`src/rtl/npu_pkg.sv`:
```
`default_nettype none
// ============================================================================
// Module      : npu_pkg
// Description : Shared definitions for the MAC operand sequencer: operand and
//               accumulator widths, saturation limits of mac_module, the
//               sequencer state encoding and an operand-pair packing helper.
// Revision    : 1.0 - initial release
// ============================================================================
package npu_pkg;

  localparam int OP_W  = 8;
  localparam int ACC_W = 16;

  // Limits that mac_module clamps Y to.
  localparam logic [ACC_W-1:0] SAT_POS = 16'h7FFF;
  localparam logic [ACC_W-1:0] SAT_NEG = 16'h8000;

  typedef enum logic [2:0] {
    ST_IDLE = 3'd0,
    ST_BIAS = 3'd1,
    ST_RUN  = 3'd2,
    ST_WAIT = 3'd3,
    ST_CAPT = 3'd4,
    ST_OUT  = 3'd5
  } seq_state_t;

  // Buffer entries keep A in the upper byte and B in the lower byte.
  function automatic logic [2*OP_W-1:0] pack_pair(input logic [OP_W-1:0] a,
                                                  input logic [OP_W-1:0] b);
    return {a, b};
  endfunction

endpackage
`default_nettype wire

```
`src/rtl/mac_op_fifo.sv`:
```
`default_nettype none
// ============================================================================
// Module      : mac_op_fifo
// Description : Circular operand-pair buffer, DEPTH entries of DATA_W bits.
//               Pointers wrap modulo DEPTH (DEPTH is a power of two).
//               A push into a full buffer is accepted only when a pop
//               happens in the same cycle.
// Revision    : 1.0 - initial release
// Ports       : clk, rst_n   - clock, asynchronous active-low reset
//               push, wr_data - write request and data
//               pop, rd_data  - read request and head entry (show-ahead)
//               count         - entries held
//               full, empty   - occupancy flags
// ============================================================================
module mac_op_fifo #(
  parameter int DEPTH  = 16,
  parameter int DATA_W = 16,
  parameter int CNT_W  = $clog2(DEPTH) + 1
) (
  input  logic              clk,
  input  logic              rst_n,
  input  logic              push,
  input  logic [DATA_W-1:0] wr_data,
  input  logic              pop,
  output logic [DATA_W-1:0] rd_data,
  output logic [CNT_W-1:0]  count,
  output logic              full,
  output logic              empty
);

  localparam int PTR_W = $clog2(DEPTH);

  logic [DATA_W-1:0] r_mem [DEPTH];
  logic [PTR_W-1:0]  r_wr_ptr;
  logic [PTR_W-1:0]  r_rd_ptr;
  logic [CNT_W-1:0]  r_count;
  logic              w_do_push;
  logic              w_do_pop;

  assign full    = (r_count == CNT_W'(DEPTH));
  assign empty   = (r_count == '0);
  assign count   = r_count;
  assign rd_data = r_mem[r_rd_ptr];

  // When full, wr_ptr equals rd_ptr; the head is read out before the edge
  // that overwrites it, so push-while-full is safe only alongside a pop.
  assign w_do_pop  = pop && !empty;
  assign w_do_push = push && (!full || w_do_pop);

  always_ff @(posedge clk) begin
    if (w_do_push) begin
      r_mem[r_wr_ptr] <= wr_data;
    end
  end

  always_ff @(posedge clk or negedge rst_n) begin
    if (!rst_n) begin
      r_wr_ptr <= '0;
      r_rd_ptr <= '0;
      r_count  <= '0;
    end else begin
      if (w_do_push) begin
        r_wr_ptr <= r_wr_ptr + PTR_W'(1);
      end
      if (w_do_pop) begin
        r_rd_ptr <= r_rd_ptr + PTR_W'(1);
      end
      unique case ({w_do_push, w_do_pop})
        2'b10:   r_count <= r_count + CNT_W'(1);
        2'b01:   r_count <= r_count - CNT_W'(1);
        default: r_count <= r_count;
      endcase
    end
  end

endmodule
`default_nettype wire

```
`src/rtl/mac_seq_ctrl.sv`:
```
`default_nettype none
// ============================================================================
// Module      : mac_seq_ctrl
// Description : Operand sequencer / result collector in front of one
//               mac_module. Buffers A/B pairs from the host, runs a job of
//               LEN pairs (bias preload, LEN accumulate cycles, settle,
//               capture) and returns Y over a valid/ready handshake.
// Revision    : 1.0 - initial release
// Ports       : CLKEXT, RSTN            - clock, asynchronous active-low reset
//               LD_VALID/READY, LD_A/B  - operand-pair push interface
//               START, LEN, BIAS        - job request (sampled in IDLE)
//               BUSY, ERR, COUNT        - status
//               OUT_VALID/READY, RESULT - result handshake
//               MAC_EN/RST/BIAS/A/B     - registered drive into mac_module
//               MAC_Y                   - accumulator output of mac_module
// ============================================================================
module mac_seq_ctrl
  import npu_pkg::*;
#(
  parameter int DEPTH = 16,
  parameter int LEN_W = 5
) (
  input  logic             CLKEXT,
  input  logic             RSTN,
  input  logic             LD_VALID,
  output logic             LD_READY,
  input  logic [OP_W-1:0]  LD_A,
  input  logic [OP_W-1:0]  LD_B,
  input  logic             START,
  input  logic [LEN_W-1:0] LEN,
  input  logic [OP_W-1:0]  BIAS,
  output logic             BUSY,
  output logic             ERR,
  output logic [LEN_W:0]   COUNT,
  output logic             OUT_VALID,
  input  logic             OUT_READY,
  output logic [ACC_W-1:0] RESULT,
  output logic             MAC_EN,
  output logic             MAC_RST,
  output logic [OP_W-1:0]  MAC_BIAS,
  output logic [OP_W-1:0]  MAC_A,
  output logic [OP_W-1:0]  MAC_B,
  input  logic [ACC_W-1:0] MAC_Y
);

  seq_state_t r_state;
  seq_state_t w_next;

  logic [LEN_W-1:0]  r_remain;
  logic [OP_W-1:0]   r_bias;
  logic              r_err;
  logic              r_out_valid;
  logic [ACC_W-1:0]  r_result;
  logic              r_mac_en;
  logic              r_mac_rst;
  logic [OP_W-1:0]   r_mac_bias;
  logic [OP_W-1:0]   r_mac_a;
  logic [OP_W-1:0]   r_mac_b;

  logic              w_push;
  logic              w_pop;
  logic              w_full;
  logic              w_empty;
  logic [2*OP_W-1:0] w_head;
  logic [LEN_W:0]    w_count;
  logic              w_fits;
  logic              w_accept;

  // --------------------------------------------------------------------------
  // Operand buffer
  // --------------------------------------------------------------------------
  assign w_pop    = (r_state == ST_RUN) && !w_empty;
  assign LD_READY = !w_full || w_pop;
  assign w_push   = LD_VALID && LD_READY;

  mac_op_fifo #(
    .DEPTH  (DEPTH),
    .DATA_W (2 * OP_W),
    .CNT_W  (LEN_W + 1)
  ) u_fifo (
    .clk     (CLKEXT),
    .rst_n   (RSTN),
    .push    (w_push),
    .wr_data (pack_pair(LD_A, LD_B)),
    .pop     (w_pop),
    .rd_data (w_head),
    .count   (w_count),
    .full    (w_full),
    .empty   (w_empty)
  );

  // A job is only accepted when every pair it needs is already buffered, so
  // RUN never has to stall on an empty buffer.
  assign w_fits   = ({1'b0, LEN} <= w_count);
  assign w_accept = (r_state == ST_IDLE) && START && w_fits;

  // --------------------------------------------------------------------------
  // FSM
  // --------------------------------------------------------------------------
  always_ff @(posedge CLKEXT or negedge RSTN) begin
    if (!RSTN) begin
      r_state <= ST_IDLE;
    end else begin
      r_state <= w_next;
    end
  end

  always_comb begin
    w_next = r_state;
    unique case (r_state)
      ST_IDLE: if (w_accept)                   w_next = ST_BIAS;
      ST_BIAS: w_next = (r_remain == '0) ? ST_WAIT : ST_RUN;
      ST_RUN:  if (r_remain == LEN_W'(1))      w_next = ST_WAIT;
      ST_WAIT: w_next = ST_CAPT;
      ST_CAPT: w_next = ST_OUT;
      ST_OUT:  if (OUT_READY)                  w_next = ST_IDLE;
      default: w_next = ST_IDLE;
    endcase
  end

  // --------------------------------------------------------------------------
  // Job registers and registered MAC drive. The MAC outputs follow the
  // current state one edge later, so mac_module sees the bias load during
  // the cycle after BIAS and the last pair during WAIT; CAPT then reads a
  // settled Y.
  // --------------------------------------------------------------------------
  always_ff @(posedge CLKEXT or negedge RSTN) begin
    if (!RSTN) begin
      r_remain    <= '0;
      r_bias      <= '0;
      r_err       <= 1'b0;
      r_out_valid <= 1'b0;
      r_result    <= '0;
      r_mac_en    <= 1'b0;
      r_mac_rst   <= 1'b0;
      r_mac_bias  <= '0;
      r_mac_a     <= '0;
      r_mac_b     <= '0;
    end else begin
      r_err      <= (r_state == ST_IDLE) && START && !w_fits;
      r_mac_en   <= (r_state == ST_BIAS) || (r_state == ST_RUN);
      r_mac_rst  <= (r_state == ST_BIAS);
      r_mac_bias <= (r_state == ST_BIAS) ? r_bias : '0;
      r_mac_a    <= w_pop ? w_head[2*OP_W-1:OP_W] : '0;
      r_mac_b    <= w_pop ? w_head[OP_W-1:0]      : '0;

      if (w_accept) begin
        r_remain <= LEN;
        r_bias   <= BIAS;
      end else if (r_state == ST_RUN) begin
        r_remain <= r_remain - LEN_W'(1);
      end

      if (r_state == ST_CAPT) begin
        r_result    <= MAC_Y;
        r_out_valid <= 1'b1;
      end else if ((r_state == ST_OUT) && OUT_READY) begin
        r_out_valid <= 1'b0;
      end
    end
  end

  assign BUSY      = (r_state != ST_IDLE);
  assign ERR       = r_err;
  assign COUNT     = w_count;
  assign OUT_VALID = r_out_valid;
  assign RESULT    = r_result;
  assign MAC_EN    = r_mac_en;
  assign MAC_RST   = r_mac_rst;
  assign MAC_BIAS  = r_mac_bias;
  assign MAC_A     = r_mac_a;
  assign MAC_B     = r_mac_b;

endmodule
`default_nettype wire

```
`config.mk`:
```
export PLATFORM = sky130hd
export DESIGN_NAME = mac_seq_ctrl
export DESIGN_NICKNAME = d
export VERILOG_FILES = /design/src/rtl/npu_pkg.sv /design/src/rtl/mac_op_fifo.sv /design/src/rtl/mac_seq_ctrl.sv
export SDC_FILE = /design/constraint.sdc
export NUM_CORES = 1
export LEC_CHECK = 0
export ABC_AREA = 1
export CAP_MARGIN = 20
export CELL_PAD_IN_SITES_DETAIL_PLACEMENT = 1
export CELL_PAD_IN_SITES_GLOBAL_PLACEMENT = 1
export CORE_UTILIZATION = 40
export DETAILED_ROUTE_END_ITERATION = 8
export PLACE_DENSITY_LB_ADDON = 0.08
export SETUP_SLACK_MARGIN = 0.1
export SLEW_MARGIN = 20
export SYNTH_ARGS = -nofsm -noshare
export SYNTH_HDL_FRONTEND = slang
export SYNTH_SLANG_ARGS = --single-unit
```
`constraint.sdc`:
```
create_clock -name CLKEXT -period 4.45 [get_ports CLKEXT]
set_clock_uncertainty 0.2 [all_clocks]
set_input_delay 0.445 -clock CLKEXT [delete_from_list [all_inputs] [get_ports CLKEXT]]
set_output_delay 0.445 -clock CLKEXT [all_outputs]
set_load 0.1 [all_outputs]
```
* Yosys cells after proc, flatten, opt, wreduce, memory -nomap -nowiden *
Memories as Yosys holds them, arrays and structs flattened.
Index checks and enable logic that the tools add are counted.

cells by class
  add/subtract/negate cells = 5
  reduce and logical (&&, ||, !) cells = 22
  order comparisons = 1
  muxes and demuxes = 15
  eq/ne operators = 12

operator list
  operator               number
  $mux W8                3
  $pmux W3 S6            1
  $pmux W6 S2            1
  $mux W5                2
  $mux W3                3
  $add A4 B1 Y4 const B  2
  $logic_and A1 B1 Y1    8
  $add A6 B1 Y6 const B  1
  $eq A3 B2 Y1 const B   2
  $eq A3 B3 Y1 const B   2
  $eq A6 B5 Y1 const B   1
  $le A5 B6 Y1           1
  $logic_not A6 Y1       1
  $reduce_bool A2 Y1     3
  $sub A6 B1 Y6 const B  1
  $eq A5 B1 Y1 const B   1
  $logic_not A5 Y1       1
  $mux W1                5
  $sub A5 B1 Y5 const B  1
  $ne A2 B2 Y1 const B   2
  $eq A3 B1 Y1 const B   1
  $logic_not A1 Y1       3
  $logic_not A3 Y1       1
  $logic_or A1 B1 Y1     3
  5 further kinds        5

word-level totals
  bits in writable memories = 256
  flip-flop bits (word level) = 74
  logic and storage cells = 70
  memories = 1

memory list
  name          depth  width  rd ports  clocked after Yosys merged registers in  write ports  RTL line           text
  u_fifo.r_mem  16     16     1         0                                        1            mac_op_fifo.sv:33  logic [DATA_W-1:0] r_mem [DEPTH];

* Depth between registers and ports, before layout *
Gate-level depths: netlist (run 1).

  depth after elaboration = 8
  gate-level depth with buffers = 21
  gate-level depth less buffers = 20

* By module *
Synthesis (run 1) repeated with hierarchy kept, for this count alone.

second synthesis, totals
  cells, all modules = 1109
  area, all modules = 13633.1 um^2

modules (own cells, without submodules)
  module        area an instance (um^2)  cells an instance  instances
  mac_op_fifo   11021.8                  866                1
  mac_seq_ctrl  2611.3                   243                1

* Least setup slack after synthesis (run 1) *
OpenSTA, ideal clock, no wires.

  path kind = register -> register
  start = reg u_fifo.r_count[2], in the netlist u_fifo.count[2]
  end = mem u_fifo.r_mem[1][0] (enable)
  setup time = 409 ps
  cell stages (with the launch flop) = 8
  data arrival time = 3272 ps
  clock period less this slack = 3881 ps
  required time = 3841 ps
  setup slack = 569 ps
  path through = dfrtp_1 > inv_1 > nand3_1 > nor3_1 > nand2_2 > nand2_4 > buf_6 > nor3_1

between the ends
  word-level cells in the longest chain between the ends = 8
  elaborated cells on any way between the ends = 12
  those cells by class = eq/ne (1); mux (2); reduce/logical (9)

ends and longest elaborated chain
  what                               RTL line            text
  start, declared                    mac_op_fifo.sv:36   logic [CNT_W-1:0] r_count;
  start signal, assigned             mac_op_fifo.sv:69   2'b10: r_count <= r_count + CNT_W'(1);
  start signal, assigned             mac_op_fifo.sv:70   2'b01: r_count <= r_count - CNT_W'(1);
  start signal, assigned             mac_op_fifo.sv:71   default: r_count <= r_count;
  $logic_not A6 Y1                   mac_op_fifo.sv:41   assign empty = (r_count == '0);
  $logic_not A1 Y1                   mac_seq_ctrl.sv:72  assign w_pop = (r_state == ST_RUN) && !w_empty;
  $logic_and A1 B1 Y1                mac_seq_ctrl.sv:72
  $logic_or A1 B1 Y1 (*)             mac_seq_ctrl.sv:73  assign LD_READY = !w_full || w_pop;
  named net LD_READY                 mac_seq_ctrl.sv:26  output logic LD_READY,
  $logic_and A1 B1 Y1 (*)            mac_seq_ctrl.sv:74  assign w_push = LD_VALID && LD_READY;
  $logic_and A1 B1 Y1 (*)            mac_op_fifo.sv:48   assign w_do_push = push && (!full || w_do_pop);
  $mux W1 (*)                        mac_op_fifo.sv:51   if (w_do_push) begin
  $mux W1 (not written as such) (*)  mac_op_fifo.sv:52   r_mem[r_wr_ptr] <= wr_data;
  end, declared                      mac_op_fifo.sv:33

Mark *: on every way through the listed nets, which the timed path passes. The rest lies on a longest branch.

* Worst setup path after layout (run 1) *
  start = reg r_state[2]
  end = out LD_READY

between the ends
  word-level cells in the longest chain between the ends = 3

ends and longest elaborated chain
  what                    RTL line             text
  start, declared         mac_seq_ctrl.sv:46   seq_state_t r_state;
  start signal, assigned  mac_seq_ctrl.sv:104  r_state <= w_next;
  $eq A3 B2 Y1            mac_seq_ctrl.sv:72
  $logic_and A1 B1 Y1     mac_seq_ctrl.sv:72
  $logic_or A1 B1 Y1      mac_seq_ctrl.sv:73
  end, declared           mac_seq_ctrl.sv:26

Every way passes these cells.

==> flow_metrics.py, run 1 <==
metrics = {
    "synth": {
        "synthDistinctLibCells": 34,
        "avgSynthCellArea_um2": 11.9,
        "ys_seq_elements": 330,
        "synth_warnings": 0,
        "synth_fp_nets": 1191,
        "synth_simple_gate_area_frac": 0.129,
        "seq_area_frac_synth": 0.711,
        "synthAdderAreaFrac": 0.0140,
        "synth-xor-area-share": 0.00588,
        "synth_compound_area_frac": 0.0871,
        "synth_mux_area_frac": 0.0134,
        "synthCells": 1126,
        "synth_top_family_by_area": "simple AND/OR/NAND/NOR gates",
        "synth_area_um2": 13400,
    },
    "setup_path": {
        "crit_path_start_kind": "flip-flop",
        "path_delay_family": "buffers and inverters",
        "worst_path_max_delay_cell": "clkdlybuf4s50_1",
        "worstSetupPathType": "flip-flop to primary output",
        "crit_buf_inv": 3,
        "arrival_ps": 2720,
        "required_ps": 3810,
        "cpPeakStageDelay_ps": 1150,
        "crit_fanout": 8,
        "crit_chain": "inv_1 -> nand2_2 -> nor2_4 -> inv_2 -> nand2_2 -> clkdlybuf4s50_1",
        "cp-end-kind": "primary output",
        "path_common_cell": "nand2_2",
    },
    "power": {
        "pwr-share-clk": 0.244,
        "power_mw": 12.2,
        "intPower_mw": 6.91,
        "p_sw_frac": 0.433,
        "power_density_nw_per_um2": 756,
        "leakage_nw": 5.97,
        "irDropWorstVdd_uv": 411,
        "seq_power_share": 0.343,
        "p_sw_mw": 5.27,
        "comb_power_share": 0.413,
    },
    "clock_network": {
        "htree_levels": 2,
        "clk_path_buf_depth": 3,
        "cts_made_buffers": 38,
        "cts_tree": "done",
        "clock_latency_ps": 520,
        "ctsRootBufferMaster": "clkbuf_16",
        "cts_sinks": 330,
        "cts.clk_slew.worst_paths_ps": 60,
        "ctsResizeCount": 0,
    },
    "floorplan": {
        "fp.dieW_um": 185,
        "num_rows": 66,
        "coreArea_um2": 32800,
        "start_util": 0.409,
        "die_area_um2": 34300,
        "io_pins": 102,
        "fp.dieH_um": 185,
    },
    "detailed_routing": {
        "drc": 0,
        "drt-pass1-iter-count": 4,
        "vias": 8838,
        "drt-vias-per-instance": 5.17,
        "wire_per_inst_um": 20.6,
        "postRouteAntennaNets": 0,
        "drt_iter0_drc": 480,
        "drt_wl_total_mm": 35.2,
    },
    "sta": {
        "finalHoldViolations": 0,
        "layout_min_cycle_time_ps": 3360,
        "tightest_slew_ps": 1030,
        "max-slew-margin-rel": 0.313,
        "fin_crit_sh": 0.756,
        "finalMaxSlewViolations": 0,
        "tns_ps": 0,
        "max_freq_ghz": 0.297,
        "rsz0062_at_grt": "false",
        "setup_viol": 0,
    },
    "global_routing": {
        "grt_max_degree": 83,
        "grt_pass1_vias": 9282,
        "grt_pass1_wl_mm": 54.9,
        "grt_overflow": 0,
        "track_usage": 0.213,
        "antenna_found_initial": 2,
    },
    "layout": {
        "regArea_um2": 9540,
        "multi_input_area_um2": 3430,
        "fin_nets": 1304,
        "fill_cells": 3462,
        "area_growth_pct": 20.1,
        "final_common_cell": "edfxtp_1",
        "final_cell_mix": "edfxtp_1 (256), nor2_1 (202), nand2_1 (160), o21ai_0 (121), clkdlybuf4s50_1 (100)",
        "fin_util": 0.491,
        "fin_area_um2": 16100,
        "drive_above_1_share": 0.103,
    },
    "worst_hold_path": {
        "min_path_type": "flip-flop to flip-flop",
    },
    "flow_run": {
        "maxCapViolCount": 0,
    },
    "place": {
        "finalWeightedCongestion": 0.748,
        "placed_cell_area_um2": 14900,
        "io_buffers": 101,
        "dpl.hpwl_mm": 20.7,
    },
    "run_status": {
        "status": "complete, no violations",
    },
}
layer usage:
metal | vias up | routed length [um] | global-route usage
li1 | 4163 | - | -
met1 | 4443 | 16100 | 0.296
met2 | 176 | 16800 | 0.347
met3 | 54 | 1510 | 0.0338
met4 | 2 | 754 | 0.0598
met5 | - | 12 | 0
area by class of cell:
class / count / share of cell area
Sequential cell: 330 / 0.593
Clock buffer: 51 / 0.0640
Antenna cell: 1 / 0.000155
Timing Repair Buffer: 130 / 0.0763
Tap cell: 442 / 0.0343
Multi-Input combinational cell: 691 / 0.213
Inverter: 48 / 0.0113
Clock inverter: 17 / 0.00870
worst reg2reg max path: cells and delay by family, from the launching register on:
family / cells / cell delay (ps)
DFF: 1 / 410
and+or+nand+nor: 7 / 1570
buffers and inverters: 3 / 550
Yosys cell counts, drive strengths merged:
| library cell | instances | area (um2) |
|---|---|---|
| or2 | 1 | 6.26 |
| nor3 | 16 | 80.1 |
| inv | 47 | 179 |
| dfrtp | 74 | 1850 |
| nand4 | 1 | 6.26 |
| mux2 | 16 | 180 |
| buf | 34 | 254 |
| o21ai | 154 | 771 |
| ha | 15 | 188 |
| xor2 | 7 | 61.3 |
| o21bai | 3 | 22.5 |
| nand2 | 166 | 643 |
| xnor2 | 2 | 17.5 |
| nor2 | 209 | 802 |
| clkbuf | 23 | 88.8 |
| clkinv | 1 | 3.75 |
| edfxtp | 256 | 7690 |
| o221ai | 1 | 8.76 |
| nand3 | 38 | 190 |
| a21oi | 12 | 60.1 |
| nand3b | 1 | 7.51 |
| o22ai | 49 | 307 |
metrics by stage:
stage	std cells	worst slack (ps)	hold WS [ps]
global placement	1640	1450	259
finish	1710	1090	267
CTS	1709	1050	271
floorplan	1126	569	-50.6
global route	1709	965	282
detailed placement	1640	1360	260
path summary, 6_finish.rpt:
check | startpoint | cells past startpoint | slack [ps] | end
worst max-delay path | r_state[2] | 6 | 1090 | LD_READY
worst min-delay path | u_fifo.r_rd_ptr[3] | 1 | 270 | u_fifo.r_rd_ptr[3]
worst max register to register | r_state[2] | 10 | 1400 | u_fifo.r_mem[15][6]
worst min register to register | u_fifo.r_rd_ptr[3] | 1 | 270 | u_fifo.r_rd_ptr[3]
max in group asynchronous | RSTN | 3 | 2950 | u_fifo.r_rd_ptr[0]
min in group asynchronous | RSTN | 2 | 340 | MAC_A[2]
timing repair:
action	CTS	global route
buffers inserted	0	0
hold buffers	1	0
endpoints found under the setup margin	0	0
endpoints found under the hold margin	54	0
power groups by stage:
stage	logic (mW)	registers, mW	clock network [mW]
global route	5.50	4.23	3.14
CTS	5.09	4.18	3.04
detailed placement	5.06	4.24	0
finish	5.03	4.18	2.97
global placement	5.02	4.22	0
floorplan	2.35	5.59	0
logic make-up (layout without fill, tap and decap cells):
kind of cell,after synthesis,after routing
AO/OA/AOI/OAI,219,219
XOR/XNOR,9,9
adder cells (fa/ha/maj),15,15
buffers and inverters,105,246
flip-flops,330,330
multiplexers,16,16
other,0,1
AND/OR/NAND/NOR,432,432
flip-flops by register name (all words and copies together), names as in the netlist, 3 cells and up:
register	cells
r_remain	5
RESULT	16
u_fifo.r_mem	256
MAC_BIAS	8
u_fifo.count	6
r_state	3
u_fifo.r_wr_ptr	4
u_fifo.r_rd_ptr	4
MAC_A	8
r_bias	8
MAC_B	8
(Power assumes the default switching activity.)
==> inputs of run 2 (changes only) <==
==> constraint.sdc (replaced) <==
create_clock -name CLKEXT -period 3.3 [get_ports CLKEXT]
set_clock_uncertainty 0.2 [all_clocks]
set_input_delay 0.33 -clock CLKEXT [delete_from_list [all_inputs] [get_ports CLKEXT]]
set_output_delay 0.33 -clock CLKEXT [all_outputs]
set_load 0.1 [all_outputs]
==> flow_metrics.py, run 2 (same netlist as run 1, synthesis figures left out) <==
metrics = {
    "run_status": {
        "status": "complete, no violations",
    },
    "clock_network": {
        "ctsRootBufferMaster": "clkbuf_16",
        "cts_tree": "done",
        "cts_sinks": 330,
        "clk_path_buf_depth": 3,
        "clock_latency_ps": 510,
        "cts.clk_slew.worst_paths_ps": 60,
        "htree_levels": 2,
        "cts_made_buffers": 38,
    },
    "layout": {
        "fin_nets": 1312,
        "drive_above_1_share": 0.119,
        "largest_reg_flops": 256,
        "fill_cells": 3419,
        "final_common_cell": "edfxtp_1",
        "fin_area_um2": 16300,
        "top_register": "u_fifo.r_mem",
        "regArea_um2": 9560,
        "antenna_cells": 0,
        "multi_input_area_um2": 3510,
        "area_growth_pct": 21.2,
        "final_cell_mix": "edfxtp_1 (256), nor2_1 (202), nand2_1 (160), o21ai_0 (121), clkdlybuf4s50_1 (90)",
        "fin_util": 0.496,
    },
    "detailed_routing": {
        "postRouteAntennaNets": 0,
        "vias": 8878,
        "drt-vias-per-instance": 5.18,
        "drt_iter0_drc": 539,
        "wire_per_inst_um": 20.6,
        "drt_wl_total_mm": 35.4,
        "drc": 0,
        "drt-pass1-iter-count": 5,
    },
    "sta": {
        "max_freq_ghz": 0.346,
        "layout_min_cycle_time_ps": 2890,
        "tightest_slew_ps": 996,
        "tns_ps": 0,
        "rsz0062_at_grt": "false",
        "setup_viol": 0,
        "fin_crit_sh": 0.875,
        "finalMaxSlewViolations": 0,
        "finalHoldViolations": 0,
        "max-slew-margin-rel": 0.334,
    },
    "setup_path": {
        "r2r_start": "r_state[2]",
        "cp-end-kind": "flip-flop",
        "crit_fanout": 20,
        "required_ps": 3500,
        "critical_path.startpoint": "r_state[2]",
        "r2r_slack_ps": 410,
        "worstSetupPathType": "flip-flop to flip-flop",
        "arrival_ps": 3090,
        "crit_path_start_kind": "flip-flop",
    },
    "power": {
        "irDropWorstVdd_uv": 502,
        "power_density_nw_per_um2": 1010,
        "power_mw": 16.4,
        "leakage_nw": 6.08,
    },
    "floorplan": {
        "num_rows": 66,
        "fp.dieW_um": 185,
        "io_pins": 102,
        "start_util": 0.409,
        "die_area_um2": 34300,
        "coreArea_um2": 32800,
        "fp.dieH_um": 185,
    },
    "global_routing": {
        "grt_pass1_wl_mm": 53.6,
        "grt_overflow": 0,
        "grt_max_degree": 131,
        "grt_pass1_vias": 9272,
        "antenna_found_initial": 1,
        "track_usage": 0.212,
    },
    "place": {
        "io_buffers": 101,
        "dpl.hpwl_mm": 20.2,
        "finalWeightedCongestion": 0.729,
        "placed_cell_area_um2": 15100,
    },
    "worst_hold_path": {
        "min_path_type": "input port to async pin",
    },
    "flow_run": {
        "maxCapViolCount": 0,
    },
}
## run 2: final timing paths
path	endpoint	depth (start not counted)
max reg2reg	u_fifo.count[5]	15
max	u_fifo.count[5]	15
min reg2reg	u_fifo.r_rd_ptr[3]	1
max in group asynchronous	MAC_B[1]	3
min	MAC_A[2]	2
min in group CLKEXT	r_bias[0]	3
## run 2: worst max-delay path, cell delays in order, from the launching register on
cell and delay [ps]:
dfrtp_1 420, inv_1 130, nand2_2 90, nor2_4 200, nand2_1 130, inv_1 100, buf_4 340, ha_1 310
inv_1 80, o21ai_0 190, o21bai_1 220, nand2_1 100, nand2_1 90, nand3_1 70, nand2_1 60, nand2_1 40
## run 2: layout make-up
type                       instances  share of cell area
inverter                          48              0.0112
timing repair buffer             138              0.0823
multi-input combinational        691               0.216
sequential                       330               0.588
clock buffer                      57              0.0654
clock inverter                     9             0.00339
tap                              442              0.0340
## run 2: metal layers
metal  vias up  track usage  wire length, um
li1       4174            -                -
met1      4479        0.272            15400
met2       175        0.377            17800
met3        48       0.0281             1430
met4         2       0.0549              699
met5         -            0               11
## run 2: what timing repair did
| item | CTS | global route |
|---|---|---|
| endpoints found under the hold margin | 43 | 0 |
| hold buffers | 1 | 0 |
| gates resized for setup | 0 | 0 |
| buffers inserted | 0 | 0 |
## run 2: through the flow
stage	worst slack, ps	instances	hold slack [ps]
final	412	1715	174
after global routing	143	1715	217
after CTS	447	1715	194
after detailed placement	460	1648	190
after global placement	560	1648	184
after floorplan	196	1126	-166
## run 2: power breakdown
group / total [mW] / leakage (nW) / internal, mW / switching, mW
Combinational: 7.06 / 2.32 / 1.83 / 5.24
Sequential: 5.54 / 3.22 / 5.23 / 0.306
Clock: 3.83 / 0.538 / 2.23 / 1.60
Total: 16.4 / 6.08 / 9.29 / 7.14
==> inputs of run 3 (changes only) <==
--- a/config.mk
+++ b/config.mk
@@ -9,7 +9,9 @@
 export CAP_MARGIN = 20
 export CELL_PAD_IN_SITES_DETAIL_PLACEMENT = 1
 export CELL_PAD_IN_SITES_GLOBAL_PLACEMENT = 1
+export CORE_MARGIN = 1
 export CORE_UTILIZATION = 40
+export CTS_CLUSTER_DIAMETER = 80
 export DETAILED_ROUTE_END_ITERATION = 8
 export PLACE_DENSITY_LB_ADDON = 0.08
 export SETUP_SLACK_MARGIN = 0.1
==> results of run 3 <==
The final DEF is identical to that of run 2; final timing and power are the same.
